`config.mk`:
```
export PLATFORM = sky130hd
export DESIGN_NAME = countdown_timer
export DESIGN_NICKNAME = d
export VERILOG_FILES = /design/src/rtl/countdown_timer.sv
export SDC_FILE = /design/constraint.sdc
export NUM_CORES = 1
export LEC_CHECK = 0
export BUFFER_PORTS_ARGS = -buffer_cell sky130_fd_sc_hd__buf_4
export CORE_MARGIN = 3
export CORE_UTILIZATION = 45
export DETAILED_ROUTE_END_ITERATION = 10
export GPL_TIMING_DRIVEN = 0
export PLACE_DENSITY = 0.73
export SLEW_MARGIN = 25
export SYNTH_ARGS = -nofsm -noshare
export SYNTH_HDL_FRONTEND = slang
export SYNTH_SLANG_ARGS = --single-unit
export TNS_END_PERCENT = 20
```
`constraint.sdc`:
```
create_clock -name clk -period 1.69 [get_ports clk]
set_clock_uncertainty 0.05 [all_clocks]
set_input_delay 0.2535 -clock clk [delete_from_list [all_inputs] [get_ports clk]]
set_output_delay 0.2535 -clock clk [all_outputs]
set_load 0.02 [all_outputs]
```
`src/rtl/countdown_timer.sv`:
```
// Loadable down-counter with terminal-count detection, one-shot or periodic reload.
// Terminal is detected at 1 so the count never wraps below zero.
module countdown_timer #(
   parameter int WIDTH = 5
) (
   input  logic             clk,
   input  logic             reset,
   input  logic             load,
   input  logic [WIDTH-1:0] load_value,
   input  logic             enable,
   input  logic             mode,
   input  logic             stop,
   output logic [WIDTH-1:0] count,
   output logic             busy,
   output logic             expired
);

   typedef enum logic {
      IDLE = 1'b0,
      RUN  = 1'b1
   } state_t;

   localparam logic [WIDTH-1:0] ZERO_C = {WIDTH{1'b0}};
   localparam logic [WIDTH-1:0] ONE_C  = WIDTH'(1'b1);

   state_t           state_r;
   state_t           next_state_s;
   logic [WIDTH-1:0] count_r;
   logic [WIDTH-1:0] next_count_s;
   logic [WIDTH-1:0] reload_r;
   logic [WIDTH-1:0] next_reload_s;
   logic             expired_r;
   logic             next_expired_s;
   logic             busy_r;

   // State, count, reload and output registers.
   always_ff @(posedge clk or posedge reset) begin
      if (reset) begin
         state_r   <= IDLE;
         count_r   <= ZERO_C;
         reload_r  <= ZERO_C;
         expired_r <= 1'b0;
         busy_r    <= 1'b0;
      end else begin
         state_r   <= next_state_s;
         count_r   <= next_count_s;
         reload_r  <= next_reload_s;
         expired_r <= next_expired_s;
         busy_r    <= (next_state_s == RUN);
      end
   end

   // Next-state logic: load > stop > decrement/expiry > hold.
   always_comb begin
      next_state_s   = state_r;
      next_count_s   = count_r;
      next_reload_s  = reload_r;
      next_expired_s = 1'b0;

      if (load) begin
         next_reload_s = load_value;
         if (load_value != ZERO_C) begin
            next_count_s = load_value;
            next_state_s = RUN;
         end else begin
            // Zero load expires immediately without entering RUN.
            next_count_s   = ZERO_C;
            next_state_s   = IDLE;
            next_expired_s = 1'b1;
         end
      end else if (stop) begin
         next_state_s = IDLE;
      end else begin
         case (state_r)
            RUN: begin
               if (enable) begin
                  if (count_r == ONE_C) begin
                     next_expired_s = 1'b1;
                     if (mode) begin
                        next_count_s = reload_r;
                     end else begin
                        next_count_s = ZERO_C;
                        next_state_s = IDLE;
                     end
                  end else begin
                     next_count_s = count_r - ONE_C;
                  end
               end else begin
                  next_count_s = count_r;
               end
            end
            IDLE: begin
               next_state_s = IDLE;
            end
            default: begin
               next_state_s = IDLE;
            end
         endcase
      end
   end

   assign count   = count_r;
   assign busy    = busy_r;
   assign expired = expired_r;

endmodule

```
Word-level counts from Yosys, hierarchy flattened
Cells that the tools add are included.
{"block": "op_classes", "addsub": 1, "mul": 0, "div_mod_pow": 0, "magnitude_cmp": 0, "n_eq_ne": 2, "shift": 0, "muxes": 20, "n_bitwise": 1, "n_reduce_logical": 4}
{"op": "$mux 5", "n": 7}
{"op": "$mux 1", "n": 12}
{"op": "$eq 5x1->1 const B", "n": 1}
{"op": "$reduce_bool 5->1", "n": 1}
{"op": "$sub 5x1->5 const B", "n": 1}
{"op": "$reduce_bool 2->1", "n": 2}
{"op": "$reduce_and 3->1", "n": 1}
{"op": "$ne 2x2->1 const B", "n": 1}
{"op": "$pmux 1 s2", "n": 1}
{"op": "$not 1->1", "n": 1}
{"block": "word_totals", "register_bits": 12, "latch_bits": 0, "ramBits": 0, "mem_bits_ro": 0, "input_bits": 11, "output_inout_bits": 7, "wordCells": 32, "mem_count": 0}

Longest topological paths before layout
Gate-level depths: netlist of run 1.
{"block": "depth", "word_depth": 6, "depth_mapped": 5, "ltp_nobuf": 5}

Least setup slack after synthesis of run 1
OpenSTA, ideal clock, no wires.
{"block": "synth_timing", "path_type": "reg-to-reg", "start": "register count_r[1] (netlist: count[1])", "end": "register count_r[1] (netlist: count[1])", "setup_ns": 0.126, "arrival_ns": 1.537, "t_required_ns": 1.514, "setup_slack_ns": -0.023, "stages_incl_launch_ff": 6, "n_path_buf": 0, "period_less_slack_ns": 1.713, "cell_sequence": "dfrtp_1 -> inv_1 -> ha_1 -> nor4b_4 -> mux2i_1 -> a221o_1"}
{"block": "synth_between", "elab_chain_cells": 6, "word_cells_on_any_way": 7, "cone_classes": "add/sub (1); eq/ne (1); mux (5)"}
{"element": "start: declaration", "line_no": "28", "text": "logic [WIDTH-1:0] count_r;"}
{"element": "start signal: assignment", "line_no": "46", "text": "count_r <= next_count_s;"}
{"element": "$sub 5x1->5 or $eq 5x1->1 (tied branches)", "line_no": "86, 77"}
{"element": "$mux 5 *", "line_no": "77", "text": "if (count_r == ONE_C) begin"}
{"element": "$mux 5 *", "line_no": "76", "text": "if (enable) begin"}
{"element": "$mux 5 *", "line_no": "74", "text": "case (state_r)"}
{"element": "$mux 5 *", "line_no": "71", "text": "end else if (stop) begin"}
{"element": "$mux 5 *", "line_no": "60", "text": "if (load) begin"}
Mark *: on every way between the ends. The rest lies on a longest branch, timed or not. The select of a mux whose other input is x is not followed.
A chain may end at the register's enable or synchronous reset.

Worst setup path in the final report of run 1
{"block": "layout_timing", "start": "register count_r[0] (netlist: count[0])", "end": "register busy_r (netlist: busy)"}
{"block": "layout_between", "elab_chain_cells": 6}
{"element": "$eq 5x1->1", "line_no": "77"}
{"element": "$mux 1", "line_no": "77"}
{"element": "$mux 1", "line_no": "76"}
{"element": "$pmux 1 s2", "line_no": "74"}
{"element": "$mux 1", "line_no": "71"}
{"element": "$mux 1", "line_no": "60"}
{"element": "via next_state_s", "line_no": "27", "text": "state_t next_state_s;"}
{"element": "end signal: assignment", "line_no": "49", "text": "busy_r <= (next_state_s == RUN);"}
{"element": "end: declaration", "line_no": "34", "text": "logic busy_r;"}
The timed path passes the listed nets, and every way through them passes these cells.

==> run summary, run 1 <==
=====================================================================================
Met2 routed WL .........................................................       752 um
Initial antenna violation count ........................................            0
Global-route wire length before repair .................................      2830 um
Minimum setup slack in the final design ................................      70.5 ps
Max-cap violations .....................................................            0
Total wirelength of the detailed-routed design .........................      1620 um
Final Wtd Congestion ...................................................        0.800
Hold violation total from the final report .............................            0
Cell-by-cell listing of the critical path .............................. ha_4 -> nor4b_4 -> buf_4 -> buf_4 -> and3b_2 -> o41ai_2
Synth top area share ...................................................        0.439
Root cell of the clock tree ............................................ sky130_fd_sc_hd__clkbuf_4
Placement Setup Slack ..................................................      -122 ps
Synthesized area .......................................................      684 um2
Yosys top cell by area ................................................. sky130_fd_sc_hd__dfrtp_1
Clock transition at path regs ..........................................        70 ps
Number of flops mapped to enable cells by yosys ........................            0
Total CTS buffers ......................................................            3
Layout cells sized above 1 .............................................        0.360
Number of nets in the layout ...........................................          104
Slew margin rel. .......................................................        0.688
Source-to-sink clock delay at the later pin of the worst-skew pair .....       270 ps
Cell area power density ................................................   787 mW/mm2
Leakage ................................................................  0.000419 uW
Average instance area after synthesis ..................................     10.4 um2
FILL cells .............................................................          121
Flip-flop and latch area ...............................................      303 um2
I/O pin cnt ............................................................           18
Detailed router's first-iteration violation count ......................           32
First-pass DRT Iterations ..............................................            4
Aggregate global routing overflow ......................................            0
Via count of the first global-routing pass .............................          592
Number of buffers added on ports .......................................           17
Worst min-delay path category .......................................... input pin to flip-flop
Worst hold margin ......................................................       118 ps
Core Box Area ..........................................................  0.00137 mm2
CTS tree ...............................................................         done
Type of the setup path with the least slack ............................ flip-flop to flip-flop
Achievable Freq ........................................................    0.617 GHz
Most frequent standard cell in the layout excluding fill and tap cells . sky130_fd_sc_hd__buf_4
Post-detailed-route DRC marker count ...................................            0
Data required, critical path ...........................................      1810 ps
Delay of the slowest cell on the worst path ............................       460 ps
Share of the cycle needed by the critical path after routing ...........        0.958
Critical path's top delay family .......................................   flip-flops
Element type at the critical path start ................................    flip-flop
Flops & latches, synth .................................................           12
Post-Route M1 WL .......................................................       761 um
Total number of vias ...................................................          588
Top post-synthesis cells by area ....................................... sky130_fd_sc_hd__dfrtp_1, sky130_fd_sc_hd__mux2i_1, sky130_fd_sc_hd__a221o_1
Top layer in use .......................................................         met4
Area growth from synthesis to layout ...................................        31.6%
Slew at the pin closest to its max-slew limit ..........................       467 ps
Die extent in y ........................................................        45 um
Result of the run ...................................................... finished, final reports clean
Starting Density .......................................................        0.501
Diode insertion count for antenna repair ...............................            0
Area of the die ........................................................  0.00203 mm2
Post-synthesis net count ...............................................           79
Total Routing Usage GR .................................................        0.198
Max stage delay cell, worst path ....................................... sky130_fd_sc_hd__dfrtp_2
Area used by multi-input combinational logic ...........................      370 um2
Sequential cell area fraction in the yosys report ......................        0.439
CTS H-Tree Depth .......................................................            1
Unique masters post-synth ..............................................           30
Data arrival at the endpoint of the critical path ......................      1740 ps
Dominant register cell in the synthesized netlist ...................... sky130_fd_sc_hd__dfrtp_1
Final setup violation count ............................................            0
Via count normalized by instance count .................................         5.65
RSZ-0062 raised after global routing ...................................           no
Maximum count of clock buffers along a single path .....................            2
Site Rows ..............................................................           13
Half-perimeter wire length of the detailed placement result ............      1230 um
Final design utilization ...............................................        0.659
Routed met3 length .....................................................        87 um
Maximum number of pins on one net before global-route repair ...........           13
Post-synthesis async set-or-reset flop share ...........................         1.00
Peak ir drop on the vdd network ........................................     0.415 mV
Warning count from the yosys run .......................................            0
Number of routed nets with antenna violations ..........................            0
Worst Path Max Fanout ..................................................            6
Critical path endpoint category ........................................    flip-flop
Synthesized instance count .............................................           66
Number of slew-limit violations in the final report ....................            0
Wire per inst ..........................................................      15.5 um
Die extent in x ........................................................        45 um
Total clock sinks ......................................................           12
Minimum period implied by the final worst setup slack ..................      1620 ps
Worst path most repeated cell .......................................... sky130_fd_sc_hd__buf_4
Commonest non-fill, non-tap cells in the layout ........................ sky130_fd_sc_hd__buf_4, sky130_fd_sc_hd__dfrtp_1, sky130_fd_sc_hd__inv_1
Crit path buf inv count ................................................            2
=====================================================================================
layout make-up:
class | instances | share of cell area
buffer | 2 | 0.00833
tap | 15 | 0.0208
inverter | 7 | 0.0292
timing repair buffer | 20 | 0.169
clock buffer | 3 | 0.0250
multi-input combinational | 45 | 0.411
sequential | 12 | 0.336
state kept, by name (all words and copies together), names as in the netlist:
name / cells
busy: 1
count: 5
expired: 1
reload_r: 5
per-layer routing:
metal,GRT usage,up-vias
li1,-,287
met4,0.0877,0
met3,0.0478,2
met1,0.275,279
met2,0.291,20
met5,0,-
worst reg2reg max path, stage by stage (launching register included):
cell                      delay [ps]
sky130_fd_sc_hd__dfrtp_2         460
sky130_fd_sc_hd__ha_4            190
sky130_fd_sc_hd__nor4b_4         120
sky130_fd_sc_hd__buf_4           160
sky130_fd_sc_hd__buf_4           150
sky130_fd_sc_hd__and3b_2         210
sky130_fd_sc_hd__o41ai_2         190
cells in the mapped netlist (2+ instances only):
library cell / number
sky130_fd_sc_hd__ha_1: 2
sky130_fd_sc_hd__o21ai_0: 3
sky130_fd_sc_hd__nor2_1: 2
sky130_fd_sc_hd__mux2_2: 2
sky130_fd_sc_hd__nand2_1: 4
sky130_fd_sc_hd__mux2i_1: 4
sky130_fd_sc_hd__dfrtp_1: 12
sky130_fd_sc_hd__nand3_1: 2
sky130_fd_sc_hd__a31oi_1: 2
sky130_fd_sc_hd__a21o_1: 2
sky130_fd_sc_hd__and2_1: 3
sky130_fd_sc_hd__inv_1: 7
sky130_fd_sc_hd__clkbuf_1: 2
sky130_fd_sc_hd__a221o_1: 3
logic make-up (layout without fill, tap and decap cells):
group           count (synthesis)  in the layout  share of synthesized area
simple gates                   20             20                      0.201
compound gates                 16             16                      0.170
flops                          12             12                      0.439
buf+inv                         9             32                     0.0494
mux                             6              6                     0.0914
fa+ha+maj                       2              2                     0.0366
xor+xnor                        1              1                     0.0128
power breakdown:
| part | internal, uW | switching (uW) |
|---|---|---|
| sequential | 315 | 34.0 |
| combinational | 94.9 | 92.8 |
| clock | 82.4 | 90.1 |
through the flow:
step	area, um2	total power, uW	setup TNS [ps]	std cells
global route	901	758	0	104
detailed placement	836	531	-256	98
global placement	836	524	-100	98
finish	901	709	0	104
floorplan	689	456	0	66
CTS	891	712	0	104
worst paths after layout:
check                      cells past startpoint  slack (ps)     endpoint        start
max                                            6          70         busy     count[0]
min                                            2         120         busy         stop
max reg2reg                                    6          70         busy     count[0]
min reg2reg                                    1         430  reload_r[0]  reload_r[0]
max in group asynchronous                      3         740     count[0]        reset
min in group asynchronous                      3         510         busy        reset
timing repair:
action | CTS | global route
resized for setup | 1 | 1
cloned | 0 | 0
hold buffers | 1 | 0
endpoints found under the hold margin | 12 | 0
setup endpoints to repair | 3 | 6
setup buffers | 2 | 0
No activity file was read; power rests on OpenSTA's default activity.
==> run 2, diff against run 1 <==
--- a/config.mk
+++ b/config.mk
@@ -7,10 +7,10 @@
 export LEC_CHECK = 0
 export BUFFER_PORTS_ARGS = -buffer_cell sky130_fd_sc_hd__buf_4
 export CORE_MARGIN = 3
-export CORE_UTILIZATION = 45
+export CORE_UTILIZATION = 49
 export DETAILED_ROUTE_END_ITERATION = 10
 export GPL_TIMING_DRIVEN = 0
-export PLACE_DENSITY = 0.73
+export PLACE_DENSITY = 0.75
 export SLEW_MARGIN = 25
 export SYNTH_ARGS = -nofsm -noshare
 export SYNTH_HDL_FRONTEND = slang
==> constraint.sdc (replaced) <==
create_clock -name clk -period 1.79 [get_ports clk]
set_clock_uncertainty 0.05 [all_clocks]
set_input_delay 0.2685 -clock clk [delete_from_list [all_inputs] [get_ports clk]]
set_output_delay 0.2685 -clock clk [all_outputs]
set_load 0.02 [all_outputs]
==> run 2 against run 1 <==
  * First-iteration DRC count shrank 75%
  * Non-clock buffer count is the same
  * Worst hold slack improved by 10 ps
  * Total power increased by 0.88%
  * Design area is 1.1% lower
  * Clock power up 28%
  * Critical path depth stayed put
==> run summary, run 2 (synthesis gave the netlist of run 1 again) <==
=====================================================================================
Maximum number of pins on one net before global-route repair ...........           13   unchanged
Total Routing Usage GR .................................................        0.170   -0.0286
Minimum setup slack in the final design ................................       148 ps   +77.9 ps
Detailed router's first-iteration violation count ......................            8   -75%
Source-to-sink clock delay at the later pin of the worst-skew pair .....       270 ps   about the same
Global-route wire length before repair .................................      2440 um   -14%
Leakage ................................................................  0.000425 uW   +1.6%
FILL cells .............................................................           84   -31%
Critical path endpoint category ........................................    flip-flop
Die extent in y ........................................................      43.4 um   -3.6%
CTS tree ...............................................................         done
Initial antenna violation count ........................................            0   unchanged
Slew margin rel. .......................................................        0.687   -0.00182
Minimum period implied by the final worst setup slack ..................      1640 ps   +22.1 ps
Max stage delay cell, worst path ....................................... sky130_fd_sc_hd__dfrtp_1
Number of slew-limit violations in the final report ....................            0   unchanged
Aggregate global routing overflow ......................................            0   unchanged
Standard cell area after detailed placement ............................      830 um2   -0.75%
Commonest non-fill, non-tap cells in the layout ........................ sky130_fd_sc_hd__buf_4, sky130_fd_sc_hd__dfrtp_1, sky130_fd_sc_hd__inv_1
Achievable Freq ........................................................    0.609 GHz   -1.3%
Design area ............................................................      891 um2   -1.1%
Most frequent standard cell in the layout excluding fill and tap cells . sky130_fd_sc_hd__buf_4
Site Rows ..............................................................           12   -1
Clock transition at path regs ..........................................        80 ps   about the same
Wire per inst ..........................................................      14.7 um   -5.4%
I/O pin cnt ............................................................           18   unchanged
RSZ-0062 raised after global routing ...................................           no
Peak ir drop on the vdd network ........................................     0.577 mV   +39%
Final setup violation count ............................................            0   unchanged
Total CTS buffers ......................................................            3   unchanged
Total Negative Setup Slacks ............................................         0 ps   unchanged
Placement Setup Slack ..................................................      38.7 ps   +161 ps
Diode insertion count for antenna repair ...............................            0   unchanged
Number of routed nets with antenna violations ..........................            0   unchanged
Total number of vias ...................................................          583   -0.85%
Delay of the slowest cell on the worst path ............................       390 ps   -70 ps
Starting Density .......................................................        0.570   +0.0689
Slew at the pin closest to its max-slew limit ..........................       470 ps   +2.72 ps
Core Box Area ..........................................................  0.00120 mm2   -12%
Cell-by-cell listing of the critical path .............................. inv_1 -> ha_1 -> nor4b_4 -> buf_4 -> mux2i_1 -> a221o_1
Via count of the first global-routing pass .............................          535   -9.6%
Number of buffers added on ports .......................................           17   unchanged
Hold violation total from the final report .............................            0   unchanged
Data arrival at the endpoint of the critical path ......................      1750 ps   about the same
Total wirelength of the detailed-routed design .........................      1530 um   -5.4%
Root cell of the clock tree ............................................ sky130_fd_sc_hd__clkbuf_4
Maximum count of clock buffers along a single path .....................            2   unchanged
Final Wtd Congestion ...................................................        0.763   -4.5%
Data required, critical path ...........................................      1900 ps   +90 ps
Worst min-delay path category .......................................... input pin to flip-flop
Via count normalized by instance count .................................         5.61   -0.85%
Cell area power density ................................................   803 mW/mm2   +2.0%
Number of nets in the layout ...........................................          104   unchanged
Area growth from synthesis to layout ...................................        30.2%
Max-cap violations .....................................................            0   unchanged
Layout cells sized above 1 .............................................        0.311   -0.0484
First-pass DRT Iterations ..............................................            4   unchanged
Die extent in x ........................................................      43.4 um   -3.6%
Half-perimeter wire length of the detailed placement result ............      1110 um   -10%
Type of the setup path with the least slack ............................ flip-flop to flip-flop
Result of the run ...................................................... finished, final reports clean
Element type at the critical path start ................................    flip-flop
Quantity of gates resized following cts ................................            0   -1
Share of the cycle needed by the critical path after routing ...........        0.917   -0.0412
CTS H-Tree Depth .......................................................            1   unchanged
Total clock sinks ......................................................           12   unchanged
Worst Path Max Fanout ..................................................            5   -1
Area of the die ........................................................  0.00188 mm2   -7.1%
Post-detailed-route DRC marker count ...................................            0   unchanged
=====================================================================================
run 2: changes by cell type in the layout (fill, tap and decap cells not counted):
cell and delta:
sky130_fd_sc_hd__o41ai_2 -1, sky130_fd_sc_hd__clkbuf_8 +1, sky130_fd_sc_hd__dfrtp_1 +2, sky130_fd_sc_hd__ha_1 +1, sky130_fd_sc_hd__o41ai_1 +1, sky130_fd_sc_hd__ha_4 -1
sky130_fd_sc_hd__inv_2 -1, sky130_fd_sc_hd__inv_1 +1, sky130_fd_sc_hd__dfrtp_2 -2
run 2: layer usage:
| layer | up-vias | wire length (um) | track usage |
|---|---|---|---|
| li1 | 289 | - | - |
| met1 | 274 | 695 | 0.234 |
| met2 | 18 | 718 | 0.265 |
| met3 | 2 | 94 | 0.0249 |
| met4 | 0 | 20 | 0.0723 |
| met5 | - | 0 | 0 |
run 2: worst paths after layout:
path / start / to / slack (ps) / cells after the start
worst max-delay path: count[1] / count[1] / 150 / 6
worst min-delay path: stop / busy / 130 / 2
worst max register to register: count[1] / count[1] / 150 / 6
worst min register to register: reload_r[0] / reload_r[0] / 440 / 1
max in group asynchronous: reset / count[3] / 840 / 3
min in group asynchronous: reset / reload_r[2] / 530 / 3
run 2: critical path: cells and delay by family (launching register included):
| kind | cells | cell delay (ps) |
|---|---|---|
| buffers and inverters | 2 | 290 |
| multiplexers | 1 | 80 |
| adder cells (fa/ha/maj) | 1 | 190 |
| AND/OR/NAND/NOR | 1 | 220 |
| AO/OA/AOI/OAI | 1 | 310 |
| flip-flops | 1 | 390 |
run 2: through the flow:
stage | instances | util | total power [uW] | hold WS [ps]
global placement | 97 | 0.691 | 493 | 259
finish | 104 | 0.742 | 715 | 128
detailed placement | 97 | 0.691 | 496 | 267
global route | 104 | 0.742 | 752 | 116
floorplan | 66 | - | 428 | 83.2
CTS | 102 | 0.729 | 717 | 124
run 2: layout make-up:
cell class	count	area [um2]	area share
buffer	2	7.51	0.00843
clock buffer	4	36.3	0.0407
inverter	7	26.3	0.0295
multi-input combinational	45	350	0.393
sequential	12	300	0.337
tap	14	17.5	0.0197
timing repair buffer	20	153	0.171
run 2: power by group:
part	switching [uW]	internal, uW
logic	83.2	86.4
registers	29.7	296
clock network	96.5	123
total	209	506
run 2: timing repair:
| item | 4_1_cts | 5_1_grt |
|---|---|---|
| hold buffers | 1 | 0 |
| endpoints found under the setup margin | 0 | 3 |
| hold endpoints to repair | 12 | 0 |
| buffers inserted | 0 | 2 |
